## config.mk

```make
export PLATFORM = sky130hd
export DESIGN_NAME = exe_mem_pipe_reg_flat
export DESIGN_NICKNAME = d
export VERILOG_FILES = /design/src/rtl/exe_mem_pipe_reg_pkg.sv /design/src/rtl/exe_mem_pipe_reg_if.sv /design/src/rtl/exe_mem_pipe_reg_pipe_slot.sv /design/src/rtl/exe_mem_pipe_reg.sv /design/src/flat_wrapper.sv
export SDC_FILE = /design/constraint.sdc
export NUM_CORES = 1
export LEC_CHECK = 0
export BUFFER_PORTS_ARGS = -buffer_cell sky130_fd_sc_hd__buf_2
export CORE_UTILIZATION = 46
export CTS_BUF_LIST = sky130_fd_sc_hd__clkbuf_8 sky130_fd_sc_hd__clkbuf_16
export DETAILED_ROUTE_END_ITERATION = 10
export PLACE_DENSITY = 0.8
export SYNTH_ARGS = -nofsm -noshare
export SYNTH_HDL_FRONTEND = slang
export SYNTH_HIERARCHICAL = 1
export SYNTH_SLANG_ARGS = --single-unit
export TNS_END_PERCENT = 1
```

## constraint.sdc

```tcl
create_clock -name clk -period 1.9 [get_ports clk]
set_input_delay 0.19 -clock clk [delete_from_list [all_inputs] [get_ports clk]]
set_output_delay 0.19 -clock clk [all_outputs]
set_load 0.02 [all_outputs]
```

## src/rtl/exe_mem_pipe_reg_pkg.sv

```systemverilog
// Shared constants for the EXE->MEM pipeline register: default widths, payload
// layout and the skid state encoding.
package exe_mem_pipe_reg_pkg;

  localparam int WORD_WIDTH_DEF     = 32;
  localparam int REG_FILE_DEPTH_DEF = 4;
  localparam int CTRL_W             = 3;

  // Payload layout at default widths, MSB first.
  typedef struct packed {
    logic                          mem_r_en;
    logic                          mem_w_en;
    logic                          wb_en;
    logic [REG_FILE_DEPTH_DEF-1:0] dest;
    logic [WORD_WIDTH_DEF-1:0]     alu_res;
    logic [WORD_WIDTH_DEF-1:0]     val_rm;
  } payload_t;

  localparam int PAYLOAD_W_DEF = $bits(payload_t);

  typedef enum logic [1:0] {
    ST_EMPTY = 2'd0,
    ST_FULL  = 2'd1,
    ST_SKID  = 2'd2
  } state_e;

  function automatic int payload_width(input int word_w, input int dest_w);
    return CTRL_W + dest_w + 2 * word_w;
  endfunction

endpackage

```

## src/rtl/exe_mem_pipe_reg_if.sv

```systemverilog
// EXE->MEM link: upstream offer/accept, downstream offer/consume and flush.
// master = pipeline surroundings (EXE and MEM stages), slave = the register.
interface exe_mem_pipe_reg_if
  import exe_mem_pipe_reg_pkg::*;
#(
  parameter int WORD_WIDTH     = WORD_WIDTH_DEF,
  parameter int REG_FILE_DEPTH = REG_FILE_DEPTH_DEF
);

  logic                      flush;
  logic                      in_valid;
  logic                      in_ready;
  logic                      mem_r_en_in;
  logic                      mem_w_en_in;
  logic                      wb_en_in;
  logic [REG_FILE_DEPTH-1:0] dest_in;
  logic [WORD_WIDTH-1:0]     alu_res_in;
  logic [WORD_WIDTH-1:0]     val_rm_in;
  logic                      out_valid;
  logic                      out_ready;
  logic                      mem_r_en_out;
  logic                      mem_w_en_out;
  logic                      wb_en_out;
  logic [REG_FILE_DEPTH-1:0] dest_out;
  logic [WORD_WIDTH-1:0]     alu_res_out;
  logic [WORD_WIDTH-1:0]     val_rm_out;

  modport master (
    output flush, in_valid, mem_r_en_in, mem_w_en_in, wb_en_in,
           dest_in, alu_res_in, val_rm_in, out_ready,
    input  in_ready, out_valid, mem_r_en_out, mem_w_en_out, wb_en_out,
           dest_out, alu_res_out, val_rm_out
  );

  modport slave (
    input  flush, in_valid, mem_r_en_in, mem_w_en_in, wb_en_in,
           dest_in, alu_res_in, val_rm_in, out_ready,
    output in_ready, out_valid, mem_r_en_out, mem_w_en_out, wb_en_out,
           dest_out, alu_res_out, val_rm_out
  );

endinterface

```

## src/rtl/exe_mem_pipe_reg_pipe_slot.sv

```systemverilog
// One payload slot: data register with load enable plus a valid bit.
// Async active-low clear of both; flush clears only the valid bit.
module pipe_slot #(
  parameter int W = 8
) (
  input  logic         clk,
  input  logic         rst,
  input  logic         flush,
  input  logic         load,
  input  logic         drop,
  input  logic [W-1:0] d,
  output logic [W-1:0] q,
  output logic         valid
);

  always_ff @(posedge clk or negedge rst) begin
    if (!rst) begin
      q <= '0;
    end else if (load) begin
      q <= d;
    end
  end

  // Flush wins over load, load wins over drop (replace-on-consume).
  always_ff @(posedge clk or negedge rst) begin
    if (!rst) begin
      valid <= 1'b0;
    end else if (flush) begin
      valid <= 1'b0;
    end else if (load) begin
      valid <= 1'b1;
    end else if (drop) begin
      valid <= 1'b0;
    end
  end

endmodule

```

## src/rtl/exe_mem_pipe_reg.sv

```systemverilog
// EXE->MEM pipeline register with valid/ready, stall hold and flush.
// Define EXE_MEM_PIPE_SKID_EN for a two-entry skid buffer with registered in_ready.
module exe_mem_pipe_reg
  import exe_mem_pipe_reg_pkg::*;
#(
  parameter int WORD_WIDTH     = WORD_WIDTH_DEF,
  parameter int REG_FILE_DEPTH = REG_FILE_DEPTH_DEF
) (
  input logic               clk,
  input logic               rst,
  exe_mem_pipe_reg_if.slave bus
);

  localparam int PW     = payload_width(WORD_WIDTH, REG_FILE_DEPTH);
  localparam int DEST_L = 2 * WORD_WIDTH;

  logic [PW-1:0] in_payload;
  logic [PW-1:0] head_d;
  logic [PW-1:0] head_q;
  logic          head_valid;
  logic          head_load;
  logic          head_drop;
  logic          accept;
  logic          consume;
  logic          in_ready;

  assign in_payload = {bus.mem_r_en_in, bus.mem_w_en_in, bus.wb_en_in,
                       bus.dest_in, bus.alu_res_in, bus.val_rm_in};

  assign accept  = bus.in_valid && in_ready && !bus.flush;
  assign consume = head_valid && bus.out_ready;

  pipe_slot #(.W(PW)) u_head (
    .clk   (clk),
    .rst   (rst),
    .flush (bus.flush),
    .load  (head_load),
    .drop  (head_drop),
    .d     (head_d),
    .q     (head_q),
    .valid (head_valid)
  );

`ifdef EXE_MEM_PIPE_SKID_EN
  state_e        state_q;
  state_e        state_d;
  logic [PW-1:0] skid_q;
  logic          skid_valid;
  logic          skid_load;
  logic          skid_drop;
  logic          head_from_skid;

  pipe_slot #(.W(PW)) u_skid (
    .clk   (clk),
    .rst   (rst),
    .flush (bus.flush),
    .load  (skid_load),
    .drop  (skid_drop),
    .d     (in_payload),
    .q     (skid_q),
    .valid (skid_valid)
  );

  always_ff @(posedge clk or negedge rst) begin
    if (!rst) begin
      state_q <= ST_EMPTY;
    end else begin
      state_q <= state_d;
    end
  end

  // All slot loads are suppressed under flush so held payload stays put.
  always_comb begin
    state_d        = state_q;
    head_load      = 1'b0;
    head_drop      = 1'b0;
    skid_load      = 1'b0;
    skid_drop      = 1'b0;
    head_from_skid = 1'b0;
    if (bus.flush) begin
      state_d = ST_EMPTY;
    end else begin
      case (state_q)
        ST_EMPTY: begin
          if (accept) begin
            head_load = 1'b1;
            state_d   = ST_FULL;
          end
        end
        ST_FULL: begin
          if (accept && !consume) begin
            skid_load = 1'b1;
            state_d   = ST_SKID;
          end else if (!accept && consume) begin
            head_drop = 1'b1;
            state_d   = ST_EMPTY;
          end else if (accept && consume) begin
            head_load = 1'b1;
          end
        end
        ST_SKID: begin
          if (consume && skid_valid) begin
            head_load      = 1'b1;
            head_from_skid = 1'b1;
            skid_drop      = 1'b1;
            state_d        = ST_FULL;
          end
        end
        default: state_d = ST_EMPTY;
      endcase
    end
  end

  assign head_d   = head_from_skid ? skid_q : in_payload;
  assign in_ready = (state_q != ST_SKID);
`else
  assign head_load = accept;
  assign head_drop = consume;
  assign head_d    = in_payload;
  assign in_ready  = !head_valid || bus.out_ready;
`endif

  assign bus.in_ready     = in_ready;
  assign bus.out_valid    = head_valid;
  assign bus.mem_r_en_out = head_q[PW-1] && head_valid;
  assign bus.mem_w_en_out = head_q[PW-2] && head_valid;
  assign bus.wb_en_out    = head_q[PW-3] && head_valid;
  assign bus.dest_out     = head_q[DEST_L +: REG_FILE_DEPTH];
  assign bus.alu_res_out  = head_q[WORD_WIDTH +: WORD_WIDTH];
  assign bus.val_rm_out   = head_q[0 +: WORD_WIDTH];

endmodule

```

## src/flat_wrapper.sv

```systemverilog
// flat-port wrapper written by rule: the top's interface ports become plain ports
module exe_mem_pipe_reg_flat import exe_mem_pipe_reg_pkg::*;
#(
  parameter int WORD_WIDTH     = WORD_WIDTH_DEF,
  parameter int REG_FILE_DEPTH = REG_FILE_DEPTH_DEF
)
  (clk, rst, bus_flush, bus_in_valid, bus_mem_r_en_in, bus_mem_w_en_in, bus_wb_en_in, bus_dest_in, bus_alu_res_in, bus_val_rm_in, bus_out_ready, bus_in_ready, bus_out_valid, bus_mem_r_en_out, bus_mem_w_en_out, bus_wb_en_out, bus_dest_out, bus_alu_res_out, bus_val_rm_out);
  exe_mem_pipe_reg_if #(.WORD_WIDTH(WORD_WIDTH), .REG_FILE_DEPTH(REG_FILE_DEPTH)) bus_i ();
  input logic clk;
  input logic rst;
  input wire logic [$bits(bus_i.flush)-1:0] bus_flush;
  input wire logic [$bits(bus_i.in_valid)-1:0] bus_in_valid;
  input wire logic [$bits(bus_i.mem_r_en_in)-1:0] bus_mem_r_en_in;
  input wire logic [$bits(bus_i.mem_w_en_in)-1:0] bus_mem_w_en_in;
  input wire logic [$bits(bus_i.wb_en_in)-1:0] bus_wb_en_in;
  input wire logic [$bits(bus_i.dest_in)-1:0] bus_dest_in;
  input wire logic [$bits(bus_i.alu_res_in)-1:0] bus_alu_res_in;
  input wire logic [$bits(bus_i.val_rm_in)-1:0] bus_val_rm_in;
  input wire logic [$bits(bus_i.out_ready)-1:0] bus_out_ready;
  output wire logic [$bits(bus_i.in_ready)-1:0] bus_in_ready;
  output wire logic [$bits(bus_i.out_valid)-1:0] bus_out_valid;
  output wire logic [$bits(bus_i.mem_r_en_out)-1:0] bus_mem_r_en_out;
  output wire logic [$bits(bus_i.mem_w_en_out)-1:0] bus_mem_w_en_out;
  output wire logic [$bits(bus_i.wb_en_out)-1:0] bus_wb_en_out;
  output wire logic [$bits(bus_i.dest_out)-1:0] bus_dest_out;
  output wire logic [$bits(bus_i.alu_res_out)-1:0] bus_alu_res_out;
  output wire logic [$bits(bus_i.val_rm_out)-1:0] bus_val_rm_out;
  assign bus_i.flush = bus_flush;
  assign bus_i.in_valid = bus_in_valid;
  assign bus_i.mem_r_en_in = bus_mem_r_en_in;
  assign bus_i.mem_w_en_in = bus_mem_w_en_in;
  assign bus_i.wb_en_in = bus_wb_en_in;
  assign bus_i.dest_in = bus_dest_in;
  assign bus_i.alu_res_in = bus_alu_res_in;
  assign bus_i.val_rm_in = bus_val_rm_in;
  assign bus_i.out_ready = bus_out_ready;
  assign bus_in_ready = bus_i.in_ready;
  assign bus_out_valid = bus_i.out_valid;
  assign bus_mem_r_en_out = bus_i.mem_r_en_out;
  assign bus_mem_w_en_out = bus_i.mem_w_en_out;
  assign bus_wb_en_out = bus_i.wb_en_out;
  assign bus_dest_out = bus_i.dest_out;
  assign bus_alu_res_out = bus_i.alu_res_out;
  assign bus_val_rm_out = bus_i.val_rm_out;
  exe_mem_pipe_reg #(.WORD_WIDTH(WORD_WIDTH), .REG_FILE_DEPTH(REG_FILE_DEPTH)) u_core (.clk(clk), .rst(rst), .bus(bus_i));
endmodule
```

==> qor.txt <==
Final Cycle Share = 88.7%
max-cap viol count = 0
Num CTS Buffers = 9
num ports = 149
setup_tns = 0 ns
# nets final = 395
clk buf depth = 2
Placement Rows = 29
GR Util All Layers = 18.5%
Tot Pwr = 4370 µW
H-tree levels = 3
storage element area = 1800 µm²
post-synthesis sequential area ratio = 58.7%
CTS root buf = clkbuf_8
largest net degree at the start of global routing = 39
cell area after synthesis = 3070 µm²
clock skew = 0.00859 ns
Routability Congestion = 0.756
Pwr Density = 1070 nW/µm²
initial core utilization = 48.1%
status = finished, final reports clean
initial antenna violation count = 0
hold_buf cts = 2
wire per inst = 15.5 µm
Synth warnings = 6
Die Y = 83.7 µm
Peak Freq = 593 MHz
P&R area growth vs syn = 32.5%
Placed Instances = 383
layout cells sized above 1 = 75.5%
detailed placer's ending HPWL = 4.64 mm
Slew @ Worst Pin = 0.471 ns
non-filler instance count after layout = 400
Synth cell types = 10
CP endpoint kind = flop
worst setup path category = in2reg
Peak VDD IR = 0.000661 V
post-route ant nets = 0
Crit path required time = 2.12 ns
setup ws final = 0.215 ns
setup violation total in the final timing report = 0
Die W = 83.7 µm
Worst setup SP type = input port
final core utilization = 63.7%
first-pass GRT wire length = 9.94 mm
leak pwr = 0.00214 µW
gr ovfl total = 0
HP Class = in2reg
Slew HR = 68.6%
vias = 1884
drt first pass iters = 4
Num Clock Sinks = 72
fin crit period = 1.68 ns
fillers = 502
CTS tree = yes
Multi-input gate area = 1120 µm²
Critical Path AT = 1.90 ns
CTS clock-pin slew for the worst setup and hold paths = 0.08 ns
crit path max fanout = 12
worst slack at placement = 0.301 ns
Final Hold Vio Count = 0
RSZ-0062 raised after global routing = no
Routed WL = 6.20 mm
worst skew pair latency = 0.34 ns
DR iter-0 viols = 36
CTS resizes = 0
Port Buffers = 148
die area = 7010 µm²
Final Slew Violations = 0
#FFs+latches synth = 72
post-synth net total = 236
vias in the first global route = 1975
Core Area = 6390 µm²
DRC Markers = 0
drt via density = 4.71
syn_area_per_cell = 19.2 µm²
Ant. Diodes = 0
Cells after Synth = 160
post-CTS setup buffer count = 0
## worst paths after layout
| kind | start | to | slack [ns] | depth (start not counted) |
|---|---|---|---|---|
| worst max register to register | u_core/u_head/valid$_DFFE_PN0P_ | u_core/u_head/q[0]$_DFFE_PN0P_ | 0.28 | 4 |
| worst min-delay path | bus_alu_res_in[3] | u_core/u_head/q[35]$_DFFE_PN0P_ | 0.07 | 2 |
| worst max-delay path | bus_flush | u_core/u_head/q[0]$_DFFE_PN0P_ | 0.22 | 5 |
| worst min register to register | u_core/u_head/q[15]$_DFFE_PN0P_ | u_core/u_head/q[15]$_DFFE_PN0P_ | 0.51 | 1 |
| min in group asynchronous | rst | u_core/u_head/q[66]$_DFFE_PN0P_ | 0.43 | 3 |
| max in group asynchronous | rst | u_core/u_head/q[56]$_DFFE_PN0P_ | 1.10 | 3 |
## power by group
| part | switching (µW) | internal [µW] |
|---|---|---|
| clock | 534 | 703 |
| sequential | 145 | 1790 |
| combinational | 595 | 599 |
| total | 1270 | 3090 |
## cells in the mapped netlist
| cell type | n | share of area (%) |
|---|---|---|
| buf_6 | 1 | 0.37 |
| mux2_2 | 2 | 0.73 |
| nand2b_1 | 2 | 0.41 |
| dfrtp_1 | 72 | 59 |
| mux2_4 | 69 | 34 |
| inv_1 | 1 | 0.12 |
| a21oi_1 | 1 | 0.16 |
| and2_2 | 4 | 0.98 |
| and3b_1 | 1 | 0.29 |
| buf_12 | 7 | 4.6 |
## routing by layer
metal  global-route usage, %  up-vias  routed length (µm)  share of wire, %
li1                        -      867                   -                 -
met1                    22.5      933                2490                40
met2                    31.5       72                3240                52
met3                    4.55       12                 360               5.8
met4                    7.86        0                 104               1.7
met5                       0        -                   0                 0
## layout by cell type, fill, tap and decap left out, drive strengths merged
cell | synthesis | routed
buf | 8 | 154
dfrtp | 72 | 72
mux2 | 71 | 71
clkbuf | 0 | 12
and2 | 4 | 4
inv | 1 | 2
dlygate4sd3 | 0 | 2
nand2b | 2 | 2
bufinv | 0 | 1
clkinvlp | 0 | 1
and3b | 1 | 1
a21oi | 1 | 1
## critical path, cell delays in order
cell,delay [ns]
dlygate4sd3_1,0.53
buf_2,0.13
and3b_4,0.46
buf_4,0.27
mux2_4,0.31
## final cells by class
cell class / count / share of cell area, %
Inverter: 1 / 0.0922
Clock inverter: 3 / 1.01
Timing Repair Buffer: 156 / 20.7
Clock buffer: 12 / 4.06
Multi-Input combinational cell: 79 / 27.5
Sequential cell: 72 / 44.3
Tap cell: 77 / 2.37
## logic make-up (layout without fill, tap and decap cells)
group | count (synthesis) | after routing | share of synthesized area (%)
AND/OR/NAND/NOR | 7 | 7 | 1.67
buffers and inverters | 9 | 172 | 5.05
flip-flops | 72 | 72 | 58.7
multiplexers | 71 | 71 | 34.5
AO/OA/AOI/OAI | 1 | 1 | 0.163
## sequential cells by signal, summed over array words and instances, names as in the netlist
register and flops:
u_core/u_head/q 71, u_core/u_head/valid 1
## through the flow
| step | instance area, µm² | hold WS (ns) |
|---|---|---|
| floorplan | 3070 | -0.106 |
| global placement | 3840 | 0.251 |
| detailed placement | 3840 | 0.257 |
| CTS | 4070 | 0.0642 |
| global route | 4070 | 0.0606 |
| finish | 4070 | 0.0749 |
Note: power is estimated with default switching activity, not from simulation.
